--- config.mk ---
export PLATFORM = sky130hd
export DESIGN_NAME = aclk_timegen_multi
export DESIGN_NICKNAME = d
export VERILOG_FILES = /design/src/rtl/aclk_timegen_multi.sv
export SDC_FILE = /design/constraint.sdc
export NUM_CORES = 1
export LEC_CHECK = 0
export BUFFER_PORTS_ARGS = -buffer_cell sky130_fd_sc_hd__buf_2
export CORE_MARGIN = 4
export CORE_UTILIZATION = 52
export CTS_BUF_LIST = sky130_fd_sc_hd__clkbuf_8
export DETAILED_ROUTE_END_ITERATION = 6
export GPL_TIMING_DRIVEN = 0
export PLACE_DENSITY = 0.82
export SLEW_MARGIN = 20
export SYNTH_ARGS = -nofsm -noshare
export SYNTH_HDL_FRONTEND = slang
export SYNTH_SLANG_ARGS = --single-unit
--- constraint.sdc ---
create_clock -name clk -period 1.66 [get_ports clk]
set_input_delay 0.166 -clock clk [delete_from_list [all_inputs] [get_ports clk]]
set_output_delay 0.166 -clock clk [all_outputs]
set_load 0.02 [all_outputs]
--- src/rtl/aclk_timegen_multi.sv ---
// Alarm-clock time base: prescaler plus seconds/minutes counters producing
// registered one-cycle second, minute and hour strobes.
module aclk_timegen_multi #(
   parameter int CYCLES_PER_SEC = 256,
   parameter int SECS_PER_MIN   = 60,
   parameter int MINS_PER_HOUR  = 60,
   parameter int PW = $clog2(CYCLES_PER_SEC),
   parameter int SW = $clog2(SECS_PER_MIN),
   parameter int MW = $clog2(MINS_PER_HOUR)
) (
   input  logic          clk,
   input  logic          reset,
   input  logic          reset_count,
   input  logic          fast_watch,
   input  logic          hold,
   output logic          one_sec,
   output logic          one_min,
   output logic          one_hour,
   output logic [SW-1:0] sec_count,
   output logic [MW-1:0] min_count
);

   localparam logic [PW-1:0] PRESC_MAX = PW'(CYCLES_PER_SEC - 1);
   localparam logic [SW-1:0] SEC_MAX   = SW'(SECS_PER_MIN - 1);
   localparam logic [MW-1:0] MIN_MAX   = MW'(MINS_PER_HOUR - 1);

   logic [PW-1:0] presc_q, presc_d;
   logic [SW-1:0] sec_q, sec_d;
   logic [MW-1:0] min_q, min_d;
   logic          one_sec_q, one_sec_d;
   logic          one_min_q, one_min_d;
   logic          one_hour_q, one_hour_d;
   logic          sec_tick, min_evt, hour_evt;

   always_comb begin
      sec_tick   = !hold && (presc_q == PRESC_MAX);
      min_evt    = sec_tick && (fast_watch || (sec_q == SEC_MAX));
      hour_evt   = min_evt && (min_q == MIN_MAX);

      presc_d    = presc_q;
      sec_d      = sec_q;
      min_d      = min_q;
      one_sec_d  = 1'b0;
      one_min_d  = 1'b0;
      one_hour_d = 1'b0;

      // A synchronous clear overrides hold and swallows any coincident strobe.
      if (reset_count) begin
         presc_d = '0;
         sec_d   = '0;
         min_d   = '0;
      end else if (!hold) begin
         presc_d = (presc_q == PRESC_MAX) ? '0 : presc_q + 1'b1;
         if (sec_tick) begin
            sec_d = (sec_q == SEC_MAX) ? '0 : sec_q + 1'b1;
         end
         if (min_evt) begin
            min_d = (min_q == MIN_MAX) ? '0 : min_q + 1'b1;
         end
         one_sec_d  = sec_tick;
         one_min_d  = min_evt;
         one_hour_d = hour_evt;
      end
   end

   always_ff @(posedge clk or posedge reset) begin
      if (reset) begin
         presc_q    <= '0;
         sec_q      <= '0;
         min_q      <= '0;
         one_sec_q  <= 1'b0;
         one_min_q  <= 1'b0;
         one_hour_q <= 1'b0;
      end else begin
         presc_q    <= presc_d;
         sec_q      <= sec_d;
         min_q      <= min_d;
         one_sec_q  <= one_sec_d;
         one_min_q  <= one_min_d;
         one_hour_q <= one_hour_d;
      end
   end

   assign one_sec   = one_sec_q;
   assign one_min   = one_min_q;
   assign one_hour  = one_hour_q;
   assign sec_count = sec_q;
   assign min_count = min_q;

endmodule

* Yosys cells after proc, flatten, opt, wreduce, memory -nomap -nowiden
Cells that the tools add are included.
Operators by class: add/subtract/negate cells 3, equality and inequality tests 4, muxes and demuxes 17, reductions and logical operators 9
Operators by type and width (count):
- two-way mux 6 bit | 8
- two-way mux 8 bit | 3
- adder 6 x 1 -> 6 bit, second input constant | 2
- == test 6 bit, second input constant | 2
- adder 8 x 1 -> 8 bit, second input constant | 1
- == test 8 bit, second input constant | 1
- two-way mux 1 bit | 6
- AND reduction 2 bit | 2
- nonzero test 2 bit | 2
- logical AND 1 bit | 3
- inequality test 2 bit, second input constant | 1
- zero test 1 bit | 1
- logical OR 1 bit | 1
Word-level totals: register bits after elaboration 23, input port bits 5, output and inout port bits 15, word-level logic and storage cells 39

* Logic depth before layout (Yosys ltp)
Gate-level depths: netlist of the first run.
depth after elaboration 6, mapped depth 6, mapped depth without buffers 5

* Worst setup path before layout of the first run
OpenSTA, ideal clock, no wires.
path kind register to register, from register sec_q[0] (netlist: sec_count[0]), to register min_q[4] (netlist: min_count[4]), setup time 0.099 ns, arrival time 1.605 ns, required time 1.561 ns, path slack -0.044 ns, stages on the path, launching flop included 6, path buffers 0, clock period less this slack 1.704 ns, cell sequence dfrtp_1 > ha_1 > and4b_1 > a21oi_2 > o31a_1 > a311oi_1
On the way: cells in the longest elaborated chain, start to end 5
RTL lines:
- start, declared | line 28 | logic [SW-1:0] sec_q, sec_d;
- start signal, assigned | line 69 | sec_q <= '0;
- start signal, assigned | line 76 | sec_q <= sec_d;
- == test 6 bit | line 37 | min_evt = sec_tick && (fast_watch || (sec_q == SEC_MAX));
- logical OR 1 bit | line 37
- logical AND 1 bit | line 37
- nonzero test 2 bit (no line)
- AND reduction 2 bit (no line)
- end signal, assigned | line 77 | min_q <= min_d;
- end, declared | line 29 | logic [MW-1:0] min_q, min_d;
Every way passes these cells. A chain may end at the register's enable or synchronous reset.

* Final worst setup path of the first run
from register min_q[0] (netlist: min_count[0]), to register min_q[5] (netlist: min_count[5])
On the way: cells in the longest elaborated chain, start to end 5, elaborated cells on any way between the ends 6, classes of those cells add/sub: 1; eq/ne: 1; mux: 4
RTL lines:
- adder 6 x 1 -> 6 bit or == test 6 bit (tied branches) | line 58 | min_d = (min_q == MIN_MAX) ? '0 : min_q + 1'b1;
- two-way mux 6 bit * | line 58
- two-way mux 6 bit * | line 57 | if (min_evt) begin
- two-way mux 6 bit * | line 52 | end else if (!hold) begin
- two-way mux 6 bit * | line 48 | if (reset_count) begin
Mark *: on every way between the ends. The rest lies on a longest branch, timed or not. The select of a mux whose other input is x is not followed.

==> results.yml, run 1 <==
synthesis:
  yosys-top-cells-count: "dfrtp_1 (23), a21oi_1 (10), nor2_1 (10), nand2_1 (7), o21ai_0 (6)"
  ys_seq_area_share_pct: 47.4
  synth.area.top_cells: "dfrtp_1 (47%), a21oi_1 (4.1%), ha_1 (3.1%), nor2_1 (3.1%), xor2_1 (2.9%)"
  netlist_area_mm2: 0.00121
  ys_types: 43
  synth_top_cell_by_area: "dfrtp_1"
  ys_warn_count: 0
  async_flop_share_pct: 100
  synth_edf_count: 0
  avgSynthCellArea_um2: 10.0
  synth_flop_cell: "dfrtp_1"
  synth.net_count: 129
  synth.most_common_cell: "dfrtp_1"
  synth_top_area_share_pct: 47.4
  synthCells: 121
  ys_seq_elements: 23
placed_design:
  gp_congestion: 0.828
  place_inst: 167
  numPortBuffers: 18
  post-place-ws_ps: -105
  placed_area_mm2: 0.00134
  dp_hpwl_um: 1780
timing:
  max_freq_mhz: 602
  period_share_pct: 100
  setup_viol: 0
  fin_tns_setup_ps: 0
  post-route-min-period_ps: 1660
  relSlewSlack_pct: 40.8
  hold_viol: 0
  worst_pin_slew_ps: 887
  clock_skew_ps: 0.861
  drv_slew: 0
  whs_ps: 72.5
  worst_slack_ps: 0.132
clock_network:
  hold_buffers: 0
  numCtsBuffers: 3
  cts_tree: "yes"
  cts_buffer_depth: 2
  htree_num_levels: 1
  cts.sinks: 23
  clk_pin_slew_ps: 80
  cts_root_buf: "clkbuf_8"
  insertion_delay_ps: 270
global_route:
  antenna_found_initial: 0
  grt-ovfl-total: 0
  track_usage_pct: 18.4
  grt_max_degree: 24
  grt_pass1_wl_um: 4620
  grt_pass1_vias: 1048
setup_path:
  cp.arrival_ps: 1820
  worstReg2RegEnd: "min_count[5]"
  path_buf_inv: 2
  start_kind: "flip-flop"
  crit_end: "min_count[5]"
  critPathRequiredTime_ps: 1820
  path_delay_family: "compound AO/OA/AOI/OAI gates"
  worst_setup_path_end_kind: "flip-flop"
  worst-path-max-fanout: 3
  crit_cells: 6
  reg2reg_from: "min_count[0]"
  cp_slowest_stage_delay_ps: 430
  slowest_stage: "dfrtp_1"
  cp_common_cell: "buf_4"
  r2r_cells: 6
  worst-setup-path-type: "reg -> reg"
  r2r_setup_slack_ps: 0.1
  startpoint: "min_count[0]"
  path_cells: "buf_4 > buf_4 > and3_1 > nand3_1 > a211o_1 > a32o_1"
power:
  p_per_area_mw_per_mm2: 637
  peakVddDrop_mv: 0.528
  p_leak_nw: 0.734
route:
  drtIter0Drc: 32
  drc: 0
  dr.pass1.iters: 4
  via_count: 1095
  avgRoutedWirePerCell_um: 16.0
  via_per_inst: 5.98
  drt_wl_total_um: 2920
  antenna_left: 0
finish:
  n_antenna_cell: 0
  final_nets: 164
  final_area_mm2: 0.00156
  layout-drive-gt1-share_pct: 36.8
  instances_no_fill: 183
  syn2layout_area_growth_pct: 28.2
floorplanning:
  core_mm2: 0.00221
  ioPinCount: 20
  die_h_um: 56.3
  initial_core_util_pct: 54.9
  dieArea_mm2: 0.00317
  num_rows: 17
  die-width_um: 56.3
job:
  maxCapViolCount: 0
worst_hold_path:
  holdCritPathClass: "in -> async"
run_status:
  status: "finished, final reports clean"
[placed cells by master (no fill, tap or decap), types with 2 or more instances in the layout]
| master | instances |
|---|---|
| xor2_1 | 4 |
| inv_1 | 6 |
| a21oi_1 | 9 |
| buf_4 | 13 |
| nand4_1 | 2 |
| o21ai_0 | 6 |
| a311oi_2 | 2 |
| nand2_1 | 7 |
| nand4b_1 | 3 |
| nor3_1 | 5 |
| nor2_1 | 9 |
| dfrtp_1 | 21 |
| xnor2_1 | 3 |
| ha_4 | 2 |
| nand3_1 | 4 |
| and3_1 | 2 |
| dfrtp_2 | 2 |
| buf_6 | 2 |
| clkbuf_8 | 3 |
| buf_2 | 19 |
| and3_2 | 2 |
[registers in the layout, indices dropped and copies added, names as in the netlist]
name and cells:
sec_count 6, min_count 6, presc_q 8, one_min 1
one_hour 1, one_sec 1
[metrics by stage]
stage / utilization, % / total power, mW
finish: 70.4 / 0.993
global placement: 60.7 / 0.633
detailed placement: 60.7 / 0.637
floorplan: - / 0.618
CTS: 64.9 / 0.992
global route: 70.4 / 1.03
[routing by layer]
layer / GRT usage (%) / up-vias / routed length [um]
li1: - / 508 / -
met4: 10.5 / 0 / 82
met2: 32.2 / 45 / 1460
met1: 21.5 / 533 / 1250
met3: 2.07 / 9 / 125
met5: 0 / - / 0
[what timing repair did]
action,4_1_cts,5_1_grt
resized for setup,5,12
pin swaps,3,7
buffers inserted,4,8
gates cloned,0,0
endpoints found under the setup margin,6,6
[area by class of cell]
type / count / area, um2
buffer: 5 / 38.8
clock buffer: 3 / 41.3
clock inverter: 1 / 3.75
fill: 167 / 654
inverter: 5 / 18.8
multi-input combinational: 88 / 662
sequential: 23 / 578
tap: 28 / 35.0
timing repair buffer: 30 / 180
[cell families (layout without fill, tap and decap cells)]
logic type / after synthesis / after routing / synth area share (%)
and+or+nand+nor: 48 / 48 / 23.2
buffers and inverters: 10 / 44 / 4.74
muxes: 1 / 1 / 0.824
adders and majority gates: 3 / 3 / 3.09
xor gates and xnor gates: 7 / 7 / 5.05
DFF: 23 / 23 / 47.4
AOI/OAI and AO/OA: 29 / 29 / 15.8
[how the worst min path moves through the flow]
stage	start	cells past startpoint	endpoint	slack (ps)
after floorplan	reset	1	min_count[0]	170
after global placement	reset_count	2	one_hour	370
after detailed placement	reset_count	2	one_hour	370
after CTS	reset_count	2	one_hour	80
after global routing	reset_count	2	one_hour	80
final	reset	2	presc_q[3]	70
[report_power, final]
group / internal, mW / total, mW / switching (mW)
logic: 0.0304 / 0.0728 / 0.0425
registers: 0.565 / 0.568 / 0.00316
clock network: 0.166 / 0.352 / 0.187
total: 0.761 / 0.993 / 0.232
Note: power is estimated with default switching activity, not from simulation.
==> inputs of run 2 (changes only) <==
Settings changed: PLACE_DENSITY 0.82 to 0.87.
==> run 2 against run 1 <==
  * Highest routed layer unchanged
  * Register-to-register slack improved by 30 ps
  * Hold slack improved by 3.0 ps
  * Utilization fell by 2.9 points
  * Clock skew rose by 1.4 ps
  * Power fell by 1.2%
  * Cell count fell by 2.7%
  * Setup slack improved by 31 ps
==> results.yml, run 2 (same netlist as run 1, synthesis figures left out) <==
finish:
  layout_common_cells: "dfrtp_1 (21), buf_2 (19), nor2_1 (10)"
  multiInputGateArea_um2: 634
  largest_reg_flops: 8
  final_nets: 159
  fill_cells: 166
  layout-drive-gt1-share_pct: 34.0
  syn2layout_area_growth_pct: 22.9
  regMostFlops: "presc_q"
  final_common_cell: "dfrtp_1"
  n_antenna_cell: 0
  final_area_mm2: 0.00149
  ff_latch_area_um2: 578
floorplanning:
  core_mm2: 0.00221
  die_h_um: 56.3
  initial_core_util_pct: 54.9
  die-width_um: 56.3
  ioPinCount: 20
  num_rows: 17
  dieArea_mm2: 0.00317
timing:
  max_freq_mhz: 614
  rsz0062_at_grt: "true"
  clock_skew_ps: 2.25
  hold_viol: 0
  drv_slew: 0
  worst_slack_ps: 31.6
  relSlewSlack_pct: 41.2
  setup_viol: 0
  worst_pin_slew_ps: 881
  whs_ps: 75.5
  post-route-min-period_ps: 1630
  period_share_pct: 98.1
setup_path:
  path_buf_inv: 0
  cp.arrival_ps: 1830
  start_kind: "flip-flop"
  path_delay_family: "simple AND/OR/NAND/NOR gates"
  worst_setup_path_end_kind: "flip-flop"
  slowest_stage: "or4_4"
  cp_slowest_stage_delay_ps: 490
  worst-path-max-fanout: 5
  critPathRequiredTime_ps: 1860
  path_cells: "ha_2 > and3b_2 > nand3_2 > or4_4 > a21oi_2"
  worst-setup-path-type: "reg -> reg"
global_route:
  grt_pass1_vias: 1052
  grt_pass1_wl_um: 4690
  antenna_found_initial: 0
  grt-ovfl-total: 0
  met3_usage_pct: 2.76
  busiest_layer: "met2"
  grtUsageMet2_pct: 31.9
  gr-usage-met1_pct: 22.5
  track_usage_pct: 18.5
  grt_max_degree: 24
clock_network:
  clk_pin_slew_ps: 80
  cts_buffer_depth: 2
  cts.sinks: 23
  hold_buffers: 0
  cts_root_buf: "clkbuf_8"
  insertion_delay_ps: 260
  numCtsBuffers: 3
  cts_tree: "yes"
  htree_num_levels: 1
placed_design:
  placed_area_mm2: 0.00134
  gp_congestion: 0.860
  dp_hpwl_um: 1810
  post-place-ws_ps: -108
  numPortBuffers: 18
route:
  drc: 0
  drtIter0Drc: 36
  dr.pass1.iters: 4
  via_count: 1048
  via_per_inst: 5.89
  antenna_left: 0
  drt_wl_total_um: 2760
  avgRoutedWirePerCell_um: 15.5
worst_hold_path:
  holdCritPathClass: "in -> async"
power:
  p_total_mw: 0.981
  p_per_area_mw_per_mm2: 657
  p_leak_nw: 0.713
  peakVddDrop_mv: 0.475
job:
  maxCapViolCount: 0
run_status:
  status: "finished, final reports clean"
-- run 2: changes by cell type in the layout (fill, tap and decap cells not counted), sizes merged --
cell	change
buf	-5
-- run 2: stage by stage --
step	util, %	setup TNS [ps]	instances
finish	67.5	0	178
global route	67.5	-154	178
CTS	64.9	0	175
detailed placement	60.7	-462	167
global placement	60.7	-207	167
floorplan	-	0	121
-- run 2: worst paths after layout --
path / startpoint / to / slack [ps] / cells after the start
worst max-delay path: presc_q[1] / sec_count[5] / 30 / 5
worst max register to register: presc_q[1] / sec_count[5] / 30 / 5
worst min register to register: presc_q[6] / presc_q[6] / 580 / 2
min in group clk: reset_count / one_hour / 100 / 2
worst min-delay path: reset / presc_q[5] / 80 / 2
max in group asynchronous: reset / sec_count[0] / 990 / 2
-- run 2: layout make-up --
cell class	instances	share of cell area [%]
clock buffer	3	2.77
multi-input combinational	88	42.5
inverter	5	1.26
buffer	5	2.60
clock inverter	1	0.251
timing repair buffer	25	9.56
sequential	23	38.7
tap	28	2.35
-- run 2: what timing repair did --
item                       4_1_cts  5_1_grt
pin swaps                        3        5
cloned                           0        0
setup buffers                    4        3
setup endpoints to repair        6        7
resized for setup                5        9
-- run 2: report_power, final --
part	internal, mW	leakage [nW]	switching, mW
clock	0.165	0.0269	0.179
combinational	0.0270	0.370	0.0408
sequential	0.565	0.317	0.00439
total	0.757	0.713	0.224
-- run 2: routing by layer --
| metal | part of all wire (%) | vias to the layer above | wire length, um |
|---|---|---|---|
| met5 | 0 | - | 0 |
| met4 | 3.3 | 0 | 92 |
| met3 | 5.6 | 9 | 154 |
| met2 | 48 | 38 | 1320 |
| met1 | 43 | 499 | 1190 |
| li1 | - | 502 | - |
